$ cat src/rtl/iic_cmd_seq_pkg.sv
// Shared types for the I2C command sequencer: table opcodes, the ROM word
// layout and the sequencer state encoding.
package iic_pkg;

    localparam int unsigned CMD_W = 26;

    // Table opcodes as stored in the top two bits of a ROM word.
    typedef enum logic [1:0] {
        OP_WR  = 2'b00,
        OP_RD  = 2'b01,
        OP_DLY = 2'b10,
        OP_END = 2'b11
    } op_t;

    // ROM word: {op, dev, reg, data, last}.
    typedef struct packed {
        op_t        op;
        logic [6:0] dev;
        logic [7:0] reg_addr;
        logic [7:0] data;
        logic       last;
    } cmd_t;

    typedef enum logic [2:0] {
        ST_IDLE      = 3'd0,
        ST_FETCH     = 3'd1,
        ST_DECODE    = 3'd2,
        ST_ISSUE     = 3'd3,
        ST_WAIT_DONE = 3'd4,
        ST_DELAY     = 3'd5,
        ST_FINISH    = 3'd6
    } state_t;

endpackage

$ cat src/rtl/iic_cmd_seq_if.sv
// Transaction bus between the command sequencer and iic_master.
//   master modport: sequencer side (drives request, receives completion)
//   slave modport : iic_master side
interface iic_cmd_seq_if;
    logic       iic_start;
    logic [6:0] iic_dev_addr;
    logic [7:0] iic_reg_addr;
    logic       iic_wr;
    logic [7:0] iic_wdata;
    logic [7:0] iic_rdata;
    logic       iic_done;

    modport master (
        output iic_start, iic_dev_addr, iic_reg_addr, iic_wr, iic_wdata,
        input  iic_rdata, iic_done
    );

    modport slave (
        input  iic_start, iic_dev_addr, iic_reg_addr, iic_wr, iic_wdata,
        output iic_rdata, iic_done
    );
endinterface

$ cat src/rtl/iic_cmd_seq.sv
// I2C command sequencer: walks a command table in an external synchronous ROM
// and turns each entry into an iic_master write/read, a tick-counted delay or
// the end of the sequence.
//   clk, rst       : clock, synchronous active-high reset
//   en             : global enable; low freezes the sequencer
//   tick           : bit-rate pulse used for delays and the done timeout
//   go             : start the table at entry 0 (only honoured when idle)
//   cmd_addr/data  : ROM address out, ROM word in (one cycle latency)
//   iic            : transaction bus to iic_master
//   rd_data/idx/valid : captured read byte, its table index, one-cycle strobe
//   busy, seq_done, err : status (err is sticky until rst or go)
module iic_cmd_seq
    import iic_pkg::*;
#(
    parameter int unsigned N_CMDS        = 16,
    parameter int unsigned AW            = $clog2(N_CMDS),
    parameter int unsigned TIMEOUT_TICKS = 32
) (
    input  logic              clk,
    input  logic              rst,
    input  logic              en,
    input  logic              tick,
    input  logic              go,
    output logic [AW-1:0]     cmd_addr,
    input  logic [CMD_W-1:0]  cmd_data,
    iic_cmd_seq_if.master     iic,
    output logic [7:0]        rd_data,
    output logic [AW-1:0]     rd_idx,
    output logic              rd_valid,
    output logic              busy,
    output logic              seq_done,
    output logic              err
);

    // Shared counter must hold both an 8-bit delay and the timeout count.
    localparam int unsigned TO_W  = $clog2(TIMEOUT_TICKS + 1);
    localparam int unsigned CNT_W = (TO_W > 8) ? TO_W : 8;
    localparam logic [AW-1:0]    LAST_ADDR = AW'(N_CMDS - 1);
    localparam logic [CNT_W-1:0] TO_LAST   = CNT_W'(TIMEOUT_TICKS - 1);

    cmd_t             cmd;
    state_t           state;
    logic [CNT_W-1:0] cnt;
    op_t              op_q;
    logic             last_q;
    logic             at_end;

    logic             start_q;
    logic [6:0]       dev_q;
    logic [7:0]       reg_q;
    logic             wr_q;
    logic [7:0]       wdata_q;

    assign cmd = cmd_t'(cmd_data);

    // Sequence ends after a flagged entry or the last table slot.
    assign at_end = last_q || (cmd_addr == LAST_ADDR);

    assign iic.iic_start    = start_q;
    assign iic.iic_dev_addr = dev_q;
    assign iic.iic_reg_addr = reg_q;
    assign iic.iic_wr       = wr_q;
    assign iic.iic_wdata    = wdata_q;

    // Sequencer FSM with registered outputs.
    always_ff @(posedge clk) begin
        if (rst) begin
            state    <= ST_IDLE;
            cnt      <= '0;
            op_q     <= OP_WR;
            last_q   <= 1'b0;
            cmd_addr <= '0;
            start_q  <= 1'b0;
            dev_q    <= '0;
            reg_q    <= '0;
            wr_q     <= 1'b0;
            wdata_q  <= '0;
            rd_data  <= '0;
            rd_idx   <= '0;
            rd_valid <= 1'b0;
            busy     <= 1'b0;
            seq_done <= 1'b0;
            err      <= 1'b0;
        end else begin
            // Strobes last one cycle even while frozen.
            start_q  <= 1'b0;
            rd_valid <= 1'b0;
            seq_done <= 1'b0;

            if (en) begin
                unique case (state)
                    ST_IDLE: begin
                        if (go) begin
                            cmd_addr <= '0;
                            err      <= 1'b0;
                            busy     <= 1'b1;
                            state    <= ST_FETCH;
                        end
                    end

                    ST_FETCH: begin
                        state <= ST_DECODE;
                    end

                    ST_DECODE: begin
                        dev_q   <= cmd.dev;
                        reg_q   <= cmd.reg_addr;
                        wdata_q <= cmd.data;
                        wr_q    <= (cmd.op == OP_WR);
                        op_q    <= cmd.op;
                        last_q  <= cmd.last;
                        unique case (cmd.op)
                            OP_WR, OP_RD: state <= ST_ISSUE;
                            OP_DLY: begin
                                cnt   <= CNT_W'(cmd.data);
                                state <= ST_DELAY;
                            end
                            default: state <= ST_FINISH;
                        endcase
                    end

                    ST_ISSUE: begin
                        start_q <= 1'b1;
                        cnt     <= '0;
                        state   <= ST_WAIT_DONE;
                    end

                    // Completion beats a coincident final timeout tick.
                    ST_WAIT_DONE: begin
                        if (iic.iic_done) begin
                            if (op_q == OP_RD) begin
                                rd_data  <= iic.iic_rdata;
                                rd_idx   <= cmd_addr;
                                rd_valid <= 1'b1;
                            end
                            if (at_end) begin
                                state <= ST_FINISH;
                            end else begin
                                cmd_addr <= cmd_addr + AW'(1);
                                state    <= ST_FETCH;
                            end
                        end else if (tick) begin
                            if (cnt == TO_LAST) begin
                                err   <= 1'b1;
                                busy  <= 1'b0;
                                state <= ST_IDLE;
                            end else begin
                                cnt <= cnt + CNT_W'(1);
                            end
                        end
                    end

                    ST_DELAY: begin
                        if (cnt == '0) begin
                            if (at_end) begin
                                state <= ST_FINISH;
                            end else begin
                                cmd_addr <= cmd_addr + AW'(1);
                                state    <= ST_FETCH;
                            end
                        end else if (tick) begin
                            cnt <= cnt - CNT_W'(1);
                        end
                    end

                    ST_FINISH: begin
                        seq_done <= 1'b1;
                        busy     <= 1'b0;
                        state    <= ST_IDLE;
                    end

                    default: begin
                        busy  <= 1'b0;
                        state <= ST_IDLE;
                    end
                endcase
            end
        end
    end

endmodule
$ cat src/flat_wrapper.sv
// flat-port wrapper written by rule: the top's interface ports become plain ports
module iic_cmd_seq_flat import iic_pkg::*;
#(
    parameter int unsigned N_CMDS        = 16,
    parameter int unsigned AW            = $clog2(N_CMDS),
    parameter int unsigned TIMEOUT_TICKS = 32
)
  (clk, rst, en, tick, go, cmd_addr, cmd_data, rd_data, rd_idx, rd_valid, busy, seq_done, err, iic_iic_start, iic_iic_dev_addr, iic_iic_reg_addr, iic_iic_wr, iic_iic_wdata, iic_iic_rdata, iic_iic_done);
  iic_cmd_seq_if iic_i ();
  input  logic clk;
  input  logic rst;
  input  logic en;
  input  logic tick;
  input  logic go;
  output logic [AW-1:0] cmd_addr;
  input  logic [CMD_W-1:0] cmd_data;
  output logic [7:0] rd_data;
  output logic [AW-1:0] rd_idx;
  output logic rd_valid;
  output logic busy;
  output logic seq_done;
  output logic err;
  output wire logic [$bits(iic_i.iic_start)-1:0] iic_iic_start;
  output wire logic [$bits(iic_i.iic_dev_addr)-1:0] iic_iic_dev_addr;
  output wire logic [$bits(iic_i.iic_reg_addr)-1:0] iic_iic_reg_addr;
  output wire logic [$bits(iic_i.iic_wr)-1:0] iic_iic_wr;
  output wire logic [$bits(iic_i.iic_wdata)-1:0] iic_iic_wdata;
  input wire logic [$bits(iic_i.iic_rdata)-1:0] iic_iic_rdata;
  input wire logic [$bits(iic_i.iic_done)-1:0] iic_iic_done;
  assign iic_iic_start = iic_i.iic_start;
  assign iic_iic_dev_addr = iic_i.iic_dev_addr;
  assign iic_iic_reg_addr = iic_i.iic_reg_addr;
  assign iic_iic_wr = iic_i.iic_wr;
  assign iic_iic_wdata = iic_i.iic_wdata;
  assign iic_i.iic_rdata = iic_iic_rdata;
  assign iic_i.iic_done = iic_iic_done;
  iic_cmd_seq #(.N_CMDS(N_CMDS), .AW(AW), .TIMEOUT_TICKS(TIMEOUT_TICKS)) u_core (.clk(clk), .rst(rst), .en(en), .tick(tick), .go(go), .cmd_addr(cmd_addr), .cmd_data(cmd_data), .iic(iic_i), .rd_data(rd_data), .rd_idx(rd_idx), .rd_valid(rd_valid), .busy(busy), .seq_done(seq_done), .err(err));
endmodule
$ cat config.mk
export PLATFORM = sky130hd
export DESIGN_NAME = iic_cmd_seq_flat
export DESIGN_NICKNAME = d
export VERILOG_FILES = /design/src/rtl/iic_cmd_seq_pkg.sv /design/src/rtl/iic_cmd_seq_if.sv /design/src/rtl/iic_cmd_seq.sv /design/src/flat_wrapper.sv
export SDC_FILE = /design/constraint.sdc
export NUM_CORES = 1
export LEC_CHECK = 0
export BUFFER_PORTS_ARGS = -buffer_cell sky130_fd_sc_hd__buf_2
export CAP_MARGIN = 10
export CORE_ASPECT_RATIO = 0.5
export CORE_MARGIN = 2
export CORE_UTILIZATION = 57
export CTS_BUF_LIST = sky130_fd_sc_hd__clkbuf_8
export DETAILED_ROUTE_END_ITERATION = 8
export PLACE_DENSITY = 0.93
export RECOVER_POWER = 50
export SYNTH_ARGS = -nofsm -noshare
export SYNTH_HDL_FRONTEND = slang
export SYNTH_SLANG_ARGS = --single-unit
export TNS_END_PERCENT = 50
$ cat constraint.sdc
create_clock -name clk -period 3.45 [get_ports clk]
set_clock_uncertainty 0.1 [all_clocks]
set_input_delay 0.1725 -clock clk [delete_from_list [all_inputs] [get_ports clk]]
set_output_delay 0.1725 -clock clk [all_outputs]
set_load 0.02 [all_outputs]
---- After elaboration in Yosys (flattened, before gate mapping) ----
Index checks and enable logic that the tools add are counted.
storage, ports and cells
  logic and storage cells ................. 97
  memories ................................ 0
  bits in registers ....................... 59
  bits in latches ......................... 0
  memory bits (writable) .................. 0
  output and inout bits ................... 45
  input bits .............................. 40
  memory bits (read-only) ................. 0
operators by class
  div/mod/pow operators ................... 0
  multiplexer cells ....................... 33
  magnitude comparators ................... 0
  equal/unequal tests ..................... 23
  shift-type cells ........................ 0
  bitwise gates (word level) .............. 4
  multipliers ............................. 0
  add/subtract/negate cells ............... 3
  reductions and logical operators ........ 18
operators by type and width
  operator             count
  $mux 8               6
  $pmux 8 s4           1
  $mux 3               6
  $pmux 3 s6           1
  $mux 4               4
  $ne 2x2->1 const B   7
  $pmux 4 s3           1
  $reduce_and 6->1     2
  $mux 1               11
  $reduce_and 5->1     2
  $eq 3x3->1 const B   3
  $add 8x1->8 const B  1
  $eq 8x5->1 const B   1
  $logic_not 8->1      1
  $reduce_and 8->1     1
  $reduce_or 4->1      2
  $sub 8x1->8 const B  1
  $eq 3x2->1 const B   2
  $ne 2x1->1 const B   3
  $pmux 3 s2           1
  $add 4x1->4 const B  1
  $eq 2x1->1 const B   2
  $eq 4x4->1 const B   1
  $not 1->1            4
  15 further kinds     16

---- Longest topological paths before layout ----
Gate-level depths: netlist of the first run.
  depth after elaboration ................. 5
  gate-level depth with buffers ........... 8
  gate-level depth less buffers ........... 8

---- Worst setup path after synthesis of the first run ----
No wires, ideal clock.
  path type ............................... register -> register
  start ................................... reg u_core.state[0]
  end ..................................... reg u_core.cnt[6]
  cell stages (with the launch flop) ...... 9
  data required time ...................... 3.226 ns
  clock period less this slack ............ 2.333 ns
  data arrival time ....................... 2.109 ns
  path slack .............................. 1.117 ns
  library setup time ...................... 0.124 ns
  buffers on the path ..................... 0
  cells stage by stage .................... dfxtp_1 -> nand3b_4 -> xnor2_1 -> ha_1 -> or4_4 -> a41o_1 -> or3_1 -> a32oi_1 -> a211oi_1
on the way
  cells in the longest elaborated chain, start to end .. 3
  elaborated cells between the ends (all ways) .. 13
  those cells by class .................... eq/ne: 10; mux: 1; reduce/logical: 2
ends and longest elaborated chain
  what                                                 line                source
  start, declared                                      iic_cmd_seq.sv:42   state_t state;
  start signal, assigned                               iic_cmd_seq.sv:68   state <= ST_IDLE;
  start signal, assigned                               iic_cmd_seq.sv:97   state <= ST_FETCH;
  start signal, assigned                               iic_cmd_seq.sv:102  state <= ST_DECODE;
  $eq 3x3->1 / $eq 3x2->1 (equally long branches)      iic_cmd_seq.sv:91   unique case (state)
  $ne 2x2->1 (no source line) (tied with other cells)  --
  $reduce_and 8->1 (no source line)                    --
  end signal, assigned                                 iic_cmd_seq.sv:115  cnt <= CNT_W'(cmd.data);
  end signal, assigned                                 iic_cmd_seq.sv:148  cnt <= cnt + CNT_W'(1);
  end signal, assigned                                 iic_cmd_seq.sv:162  cnt <= cnt - CNT_W'(1);
  end, declared                                        iic_cmd_seq.sv:43   logic [CNT_W-1:0] cnt;
Several ways; a longest one is shown, not always the timed one.
A chain may end at the register's enable or synchronous reset.

---- Worst setup path after layout of the first run ----
  start ................................... reg u_core.state[1]
  end ..................................... reg u_core.cnt[6]
Same word-level chain as after synthesis.

==> out/metrics.yaml, run 1 <==
cts_buffer_depth: 2
ys_ff_latch: 59
antenna_found_initial: 0
synth_commonest_cells: "65 x nand2_1, 59 x dfxtp_1, 45 x a21oi_1"
row_count: 18
dr.pass1.iters: 9
postSynthAreaPerCell_sq_um: 8.39
path_clk_slew_ns: 0.07
fin_crit_ns: 2.77
io_pins: 85
path_class: "flip-flop to flip-flop"
grt_remaining_overflow: 0
final_cell_area_sq_um: 3710
synth_flop_cell: "dfxtp_1"
powerDensity_nw_per_um2: 507
yosysWarnings: 0
drt-initial-drc-count: 398
avgRoutedWirePerCell_um: 18.7
htreeDepth: 3
vias: 3205
syn_area_sq_um: 2840
grt_usage: 0.344
synth.area.top_cells: "dfxtp_1 42%, nand2_1 8.6%, a21oi_1 7.9%"
finalWirelength_mm: 9.75
critPathMaxFanout: 12
max_freq_mhz: 361
async_reset_ff_frac: 0
cp-startpoint: "u_core.state[1]$_SDFFE_PP0P_"
core_sq_um: 4860
hold_class: "primary input to flip-flop"
yosysTopAreaCell: "dfxtp_1"
crit_buf_inv: 1
grt_pass1_vias: 2913
layout-drive-gt1-share: 0.160
max_slew_margin: 0.143
initial_core_util: 0.583
max_stage_delay_ns: 0.54
fin_nets: 491
synth_top_area_frac: 0.416
ctsRootBufferMaster: "clkbuf_8"
hold_viol_final: 0
worstPathArrival_ns: 2.88
cts_tree: "done"
min_from: "iic_iic_rdata[4]"
yosysSeqAreaShare: 0.416
synth-edff-count: 0
yosysUniqueCellTypes: 54
crit_family: "simple AND/OR/NAND/NOR gates"
cp_slowest_cell: "dfxtp_1"
path_cells: "nand3b_4 > clkinv_4 > ha_1 > or4_4 > a41o_1 > or3_1 > a32oi_1 > a211oi_1"
r2r_cells: 8
die_w_um: 104
dieArea_sq_um: 5590
reg2reg_from: "u_core.state[1]$_SDFFE_PP0P_"
port_buffers: 84
worstMarginPinSlew_ns: 1.27
leakage_nw: 1.41
cts_buffers: 9
drv_cap: 0
diodes: 0
max-vdd-ir-drop_uv: 315
drv_slew: 0
ant_nets: 0
insertion_delay_ns: 0.35
cts.sinks: 59
synth_cells: 338
required_ns: 3.56
grt_first_pass_wirelength_mm: 14.6
gp_congestion: 0.894
postSynthNetCount: 383
dpl.hpwl_mm: 5.16
area_delta_synth_final_pct: 30.8
yosysMostFrequentCell: "nand2_1"
drc: 0
rsz0062_at_grt: "false"
whs_path_depth: 3
finalSetupViolCount: 0
fin_setup_tns_ns: 0
cp.depth: 8
cp-end-kind: "flip-flop"
run_status: "complete, no violations"
via_per_inst: 6.15
critPathLaunchType: "flip-flop"
die_h_um: 53.9
grt_max_degree: 54
period_share: 0.803
placed_area_sq_um: 3250
[through the flow]
step	cells	power, mW	util	setup WS (ns)	hold slack (ns)
finish	521	1.88	0.763	0.679	0.0176
global route	521	1.94	0.763	0.580	0.0152
CTS	520	1.86	0.776	0.705	0.00692
detailed placement	476	1.06	0.667	0.731	0.317
global placement	476	1.05	0.667	0.803	0.305
floorplan	338	0.980	-	1.12	0.208
[placed cells by master, fill, tap and decap left out, drive strengths merged, types with 4 or more instances in the layout]
cell type    count
a211oi           7
nand2           65
a22oi            5
nor2b            4
and3             4
mux2i           15
nor2            28
inv              9
a31oi            4
buf             43
nor4             4
clkbuf          55
xnor2            4
nor3            10
dfxtp           59
a21oi           45
ha               5
dlygate4sd3     29
o21ai            8
a311oi           5
[sequential cells by signal, summed over array words and instances (netlist names), 2 cells and up]
| name | count |
|---|---|
| u_core.cmd_addr | 4 |
| u_core.cnt | 8 |
| u_core.iic.iic_dev_addr | 7 |
| u_core.iic.iic_reg_addr | 8 |
| u_core.iic.iic_wdata | 8 |
| u_core.op_q | 2 |
| u_core.rd_data | 8 |
| u_core.rd_idx | 4 |
| u_core.state | 3 |
[cell type report]
cell class	count	area, sq um
fill	343	1150
clock buffer	9	124
clock inverter	7	124
inverter	9	38.8
sequential	59	1180
tap	70	87.6
timing repair buffer	118	688
multi-input combinational	249	1470
[kinds of logic (layout without fill, tap and decap cells)]
group / after synthesis / count (layout) / share of synthesized area
xor+xnor: 6 / 6 / 0.0185
simple gates: 134 / 134 / 0.222
flops: 59 / 59 / 0.416
mux: 15 / 15 / 0.0529
fa+ha+maj: 6 / 6 / 0.0260
buf+inv: 30 / 143 / 0.0613
compound gates: 88 / 88 / 0.202
[timing repair]
item,4_1_cts,5_1_grt
hold buffers,28,1
buffers inserted,0,0
gates resized for setup,0,0
hold endpoints to repair,28,1
[worst register-to-register path: cells and delay by family, from the launching register on]
| kind | cells | cell delay, ns |
|---|---|---|
| flops | 1 | 0.54 |
| fa+ha+maj | 1 | 0.24 |
| buf+inv | 1 | 0.11 |
| compound gates | 3 | 0.58 |
| simple gates | 3 | 1.07 |
[power breakdown]
part	switching, mW	internal [mW]	leakage [nW]
logic	0.210	0.134	0.814
clock network	0.305	0.484	0.120
registers	0.0371	0.711	0.478
[final timing paths]
check	slack (ns)	to
worst min register to register	0.36	u_core.iic.iic_reg_addr[3]$_SDFFE_PP0P_
worst min-delay path	0.02	u_core.rd_data[4]$_SDFFE_PP0P_
worst max-delay path	0.68	u_core.cnt[6]$_SDFFE_PP0P_
worst max register to register	0.68	u_core.cnt[6]$_SDFFE_PP0P_
[routing by layer]
metal | GRT usage | part of all wire | up-vias
met5 | 0 | 0 | -
met4 | 0.160 | 0.045 | 0
met3 | 0.131 | 0.10 | 68
met2 | 0.611 | 0.47 | 254
met1 | 0.385 | 0.38 | 1476
li1 | - | - | 1407
Power figures use the tool's default switching activity.
==> inputs of run 2 (changes only) <==
ABC_AREA = 1   (was default)
CORE_UTILIZATION = 53   (was 57)
PLACE_DENSITY = 0.88   (was 0.93)
clock period = 2.7 ns   (was 3.45 ns; I/O delays follow)
==> out/metrics.yaml, run 2 <==
drt-initial-drc-count: 265  # -33%
fin_crit_ns: 2.13  # -0.646 ns
synth.area.top_cells: "dfxtp_1 41%, nor2_1 11%, nand2_1 7.6%"
wl_met2_mm: 4.00  # -13%
cp-end-kind: "flip-flop"
synth_top_area_frac: 0.413  # -0.00382
worstMarginPinSlew_ns: 0.525  # -0.744 ns
postSynthAreaPerCell_sq_um: 7.16  # -15%
yosysMostFrequentCell: "nor2_1"
max-vdd-ir-drop_uv: 327  # +3.9%
finalWirelength_mm: 8.34  # -14%
max_slew_margin: 0.646  # +0.503
gp_congestion: 0.898  # +0.44%
port_buffers: 84  # unchanged
io_pins: 85  # unchanged
via_per_inst: 5.29  # -14%
htreeDepth: 3  # unchanged
row_count: 18  # unchanged
die_w_um: 108  # +4.0%
diodes: 0  # unchanged
yosysWarnings: 0  # unchanged
path_class: "flip-flop to flip-flop"
fin_setup_tns_ns: 0  # unchanged
initial_core_util: 0.565  # -0.0181
cts_buffers: 9  # unchanged
die_h_um: 56.0  # +3.9%
synth_commonest_cells: "86 x nor2_1, 59 x dfxtp_1, 58 x nand2_1"
ctsRootBufferMaster: "clkbuf_8"
grt_max_degree: 45  # -17%
antenna_found_initial: 0  # unchanged
powerDensity_nw_per_um2: 527  # +4.0%
yosysUniqueCellTypes: 37  # -31%
cts_tree: "done"
ant_nets: 0  # unchanged
cts_buffer_depth: 2  # unchanged
drc: 0  # unchanged
dieArea_sq_um: 6040  # +8.1%
run_status: "complete, no violations"
layout_commonest_cell: "nor2_1"
yosysSeqAreaShare: 0.413  # -0.00382
wl_met3_um: 556  # -44%
avgRoutedWirePerCell_um: 14.2  # -24%
dr.max_layer_used: "met4"
syn_area_sq_um: 2860  # +0.93%
path_cells: "nand2_1 > inv_1 > nand3_1 > buf_4 > inv_1 > o21ai_0 > a21oi_1"
period_share: 0.787  # -0.0160
synth_cells: 400  # +18%
cts.sinks: 59  # unchanged
drv_slew: 0  # unchanged
synth_flop_cell: "dfxtp_1"
cp_slowest_cell: "dfxtp_1"
layout-drive-gt1-share: 0.161  # +0.000896
yosysTopAreaCell: "dfxtp_1"
worstPathArrival_ns: 2.29  # -0.59 ns
required_ns: 2.87  # -0.69 ns
vias: 3105  # -3.1%
grt_pass1_vias: 2881  # -1.1%
dr.pass1.iters: 5  # -4
drv_cap: 0  # unchanged
grt_usage: 0.283  # -0.0616
critPathMaxFanout: 15  # +3
critPathLaunchType: "flip-flop"
rsz0062_at_grt: "false"
grt_remaining_overflow: 0  # unchanged
dpl_worst_slack_ns: 0.653  # -0.0785 ns
synth-edff-count: 0  # unchanged
cts_resized: 0  # unchanged
insertion_delay_ns: 0.34  # about the same
dpl.hpwl_mm: 5.22  # +1.1%
crit_path_frequent_cell: "inv_1"
path_clk_slew_ns: 0.07  # about the same
hold_viol_final: 0  # unchanged
reg2reg_slack_ns: 0.57  # -0.10 ns
max_stage_delay_ns: 0.55  # about the same
finalSetupViolCount: 0  # unchanged
async_reset_ff_frac: 0  # unchanged
fin_nets: 558  # +14%
ys_ff_latch: 59  # unchanged
hold_class: "primary input to flip-flop"
leakage_nw: 1.58  # +12%
met1_length_mm: 3.43  # -7.7%
core_sq_um: 5070  # +4.2%
max_freq_mhz: 470  # +30%
fin_ws_ns: 0.574  # -0.104 ns
postSynthNetCount: 445  # +16%
grt_first_pass_wirelength_mm: 13.1  # -10%
area_delta_synth_final_pct: 30.9  # about the same
layout_common_cells: "87 x nor2_1, 59 x nand2_1, 59 x dfxtp_1"
[run 2: critical path, delay by kind of cell (launching register included)]
family | cells | cell delay [ns]
buf+inv | 3 | 0.75
compound gates | 2 | 0.26
simple gates | 2 | 0.39
flops | 1 | 0.55
[run 2: worst paths after layout]
| check | from | to | depth (start not counted) |
|---|---|---|---|
| setup / recovery | u_core.state[2]$_SDFFE_PP0P_ | u_core.rd_idx[0]$_SDFFE_PP0P_ | 7 |
| hold / removal | cmd_data[5] | u_core.cnt[4]$_SDFFE_PP0P_ | 3 |
| setup reg to reg | u_core.state[2]$_SDFFE_PP0P_ | u_core.rd_idx[0]$_SDFFE_PP0P_ | 7 |
| hold reg to reg | u_core.last_q$_SDFFE_PP0P_ | u_core.last_q$_SDFFE_PP0P_ | 2 |
[run 2: through the flow]
stage	hold slack, ns	util	total power, mW	cell area (sq um)	instances
after floorplan	0.185	-	1.06	2860	400
after global placement	0.284	0.655	1.13	3320	543
after detailed placement	0.289	0.655	1.13	3320	543
after CTS	0.00337	0.750	1.97	3800	586
after global routing	0.00702	0.740	2.05	3750	587
final	0.0138	0.740	1.98	3750	587
[run 2: report_power, final]
| group | switching, mW | internal [mW] |
|---|---|---|
| Combinational | 0.141 | 0.101 |
| Sequential | 0.0207 | 0.892 |
| Clock | 0.353 | 0.469 |
| Total | 0.514 | 1.46 |
[run 2: what timing repair did]
action | CTS | global route
endpoints found under the hold margin | 32 | 1
hold buffers | 28 | 1
buffers inserted | 0 | 0
[run 2: layout make-up]
| cell class | count | area [sq um] |
|---|---|---|
| clock buffer | 11 | 151 |
| clock inverter | 4 | 50.0 |
| fill | 406 | 1320 |
| inverter | 40 | 150 |
| multi-input combinational | 286 | 1440 |
| sequential | 59 | 1180 |
| tap | 70 | 87.6 |
| timing repair buffer | 117 | 684 |
[run 2: routing by layer]
metal | GRT usage | vias to the layer above
li1 | - | 1528
met1 | 0.309 | 1399
met2 | 0.486 | 142
met3 | 0.0796 | 36
met4 | 0.178 | 0
met5 | 0 | -
[run 2: logic make-up after synthesis]
logic type | after synthesis | synth area share
AOI/OAI and AO/OA | 87 | 0.175
adders and majority gates | 5 | 0.0219
and+or+nand+nor | 191 | 0.300
DFF | 59 | 0.413
xor gates and xnor gates | 3 | 0.00918
buffers and inverters | 55 | 0.0813
==> inputs of run 3 (changes only) <==
CORE_UTILIZATION = 48   (was 53)
PLACE_DENSITY = 0.84   (was 0.88)
clock period = 1.81 ns   (was 2.7 ns; I/O delays follow)
==> out/metrics.yaml, run 3 (synthesis gave the netlist of run 2 again) <==
violations: "DRC"
placed_cells: 565  # +4.1%
final_cell_area_sq_um: 4060  # +8.2%
max-vdd-ir-drop_uv: 359  # +9.7%
finalSetupViolCount: 0  # unchanged
met1_length_mm: 3.66  # +6.8%
critPathLaunchType: "flip-flop"
wl_met2_mm: 4.49  # +12%
fin_crit_ns: 1.76  # -0.365 ns
cts_buffers: 9  # unchanged
cts.sinks: 59  # unchanged
diodes: 0  # unchanged
required_ns: 1.94  # -0.93 ns
drc: 7  # +7
drv_cap: 0  # unchanged
dpl_worst_slack_ns: -0.00133  # -0.654 ns
fin_nets: 585  # +4.8%
path_clk_slew_ns: 0.07  # about the same
grt_remaining_overflow: 0  # unchanged
layout-drive-gt1-share: 0.237  # +0.0766
dr.pass1.iters: 9  # +4
cts_tree: "done"
ctsRootBufferMaster: "clkbuf_8"
hold_class: "primary input to flip-flop"
drv_slew: 0  # unchanged
area_delta_synth_final_pct: 41.7
layout_common_cells: "84 x nor2_1, 57 x dfxtp_1, 55 x nand2_1"
run_status: "finished, violations left"
drt-initial-drc-count: 260  # -1.9%
path_cells: "buf_4 > nand2_2 > buf_4 > nor2_1 > nor2_4 > nand2_1 > o21ai_0 > nor2_1 > a211oi_2"
fin_setup_tns_ns: 0  # unchanged
antenna_found_initial: 0  # unchanged
max_slew_margin: 0.773  # +0.126
die_w_um: 113  # +4.9%
finalWirelength_mm: 9.25  # +11%
dr.max_layer_used: "met4"
cts_buffer_depth: 2  # unchanged
layout_commonest_cell: "nor2_1"
cp-end-kind: "flip-flop"
rsz0062_at_grt: "true"
gp_congestion: 0.969  # +7.9%
grt_usage: 0.276  # -0.00637
leakage_nw: 1.71  # +8.6%
worstMarginPinSlew_ns: 0.337  # -0.187 ns
port_buffers: 84  # unchanged
row_count: 19  # +1
htreeDepth: 3  # unchanged
powerDensity_nw_per_um2: 719  # +36%
insertion_delay_ns: 0.35  # about the same
grt_pass1_vias: 3081  # +6.9%
wl_met3_um: 573  # +3.1%
core_sq_um: 5610  # +11%
final_core_util: 0.723  # -0.0167
vias: 3282  # +5.7%
fin_cells: 617  # +5.1%
worstPathArrival_ns: 1.89  # -0.40 ns
grt_max_degree: 39  # -13%
dpl.hpwl_mm: 5.38  # +3.1%
cp_slowest_cell: "dfxtp_1"
critPathMaxFanout: 8  # -7
period_share: 0.973  # +0.186
placed_area_sq_um: 3490  # +5.2%
dieArea_sq_um: 6640  # +9.8%
initial_core_util: 0.510  # -0.0547
avgRoutedWirePerCell_um: 15.0  # +5.5%
ant_nets: 0  # unchanged
via_per_inst: 5.32  # +0.56%
n_fill_cell: 436  # +7.4%
die_h_um: 58.6  # +4.7%
fin_ws_ns: 0.0492  # -0.525 ns
grt_first_pass_wirelength_mm: 14.1  # +7.3%
io_pins: 85  # unchanged
path_class: "flip-flop to flip-flop"
max_stage_delay_ns: 0.37  # -0.18 ns
hold_viol_final: 0  # unchanged
max_freq_mhz: 568  # +21%
run 3: through the flow:
step | hold slack [ns] | total power [mW]
after floorplan | 0.141 | 1.59
after global placement | 0.238 | 1.71
after detailed placement | 0.246 | 1.71
after CTS | 0.00638 | 2.89
after global routing | 0.0495 | 3.02
final | 0.000278 | 2.92
run 3: routing by layer:
metal  global-route usage  up-vias
li1                     -     1582
met1                0.290     1487
met2                0.495      152
met3               0.0814       61
met4                0.190        0
met5                    0        -
run 3: path summary, 6_finish.rpt:
kind                                                    from                              to  slack (ns)  cells after the start
worst max register to register  u_core.state[1]$_SDFFE_PP0P_      u_core.cnt[0]$_SDFFE_PP0P_        0.05                      9
worst min-delay path                            cmd_data[25]  u_core.iic.iic_wr$_SDFFE_PP0P_      0.0003                      4
worst max-delay path            u_core.state[1]$_SDFFE_PP0P_      u_core.cnt[0]$_SDFFE_PP0P_        0.05                      9
worst min register to register    u_core.last_q$_SDFFE_PP0P_      u_core.last_q$_SDFFE_PP0P_        0.37                      2
run 3: what timing repair did:
action / CTS / global route
gates resized for setup: 1 / 26
pin swaps: 0 / 7
endpoints found under the hold margin: 49 / 0
cloned: 0 / 1
setup buffers: 0 / 1
setup endpoints to repair: 2 / 15
hold buffers: 35 / 0
run 3: area by class of cell:
type	count	area (sq um)	share of cell area
multi-input combinational	287	1530	0.376
sequential	59	1180	0.292
timing repair buffer	143	921	0.227
inverter	40	153	0.0376
clock buffer	9	124	0.0305
tap	73	91.3	0.0225
clock inverter	6	58.8	0.0145
run 3: critical path, delay by kind of cell, from the launching register on:
family                 cells  cell delay (ns)
AO/OA/AOI/OAI              2             0.13
flip-flops                 1             0.37
buffers and inverters      2             0.30
AND/OR/NAND/NOR            5             0.73
run 3: power by group:
part,switching (mW),internal (mW),leakage (nW)
registers,0.0230,1.33,0.477
clock network,0.527,0.617,0.0923
logic,0.237,0.180,1.14
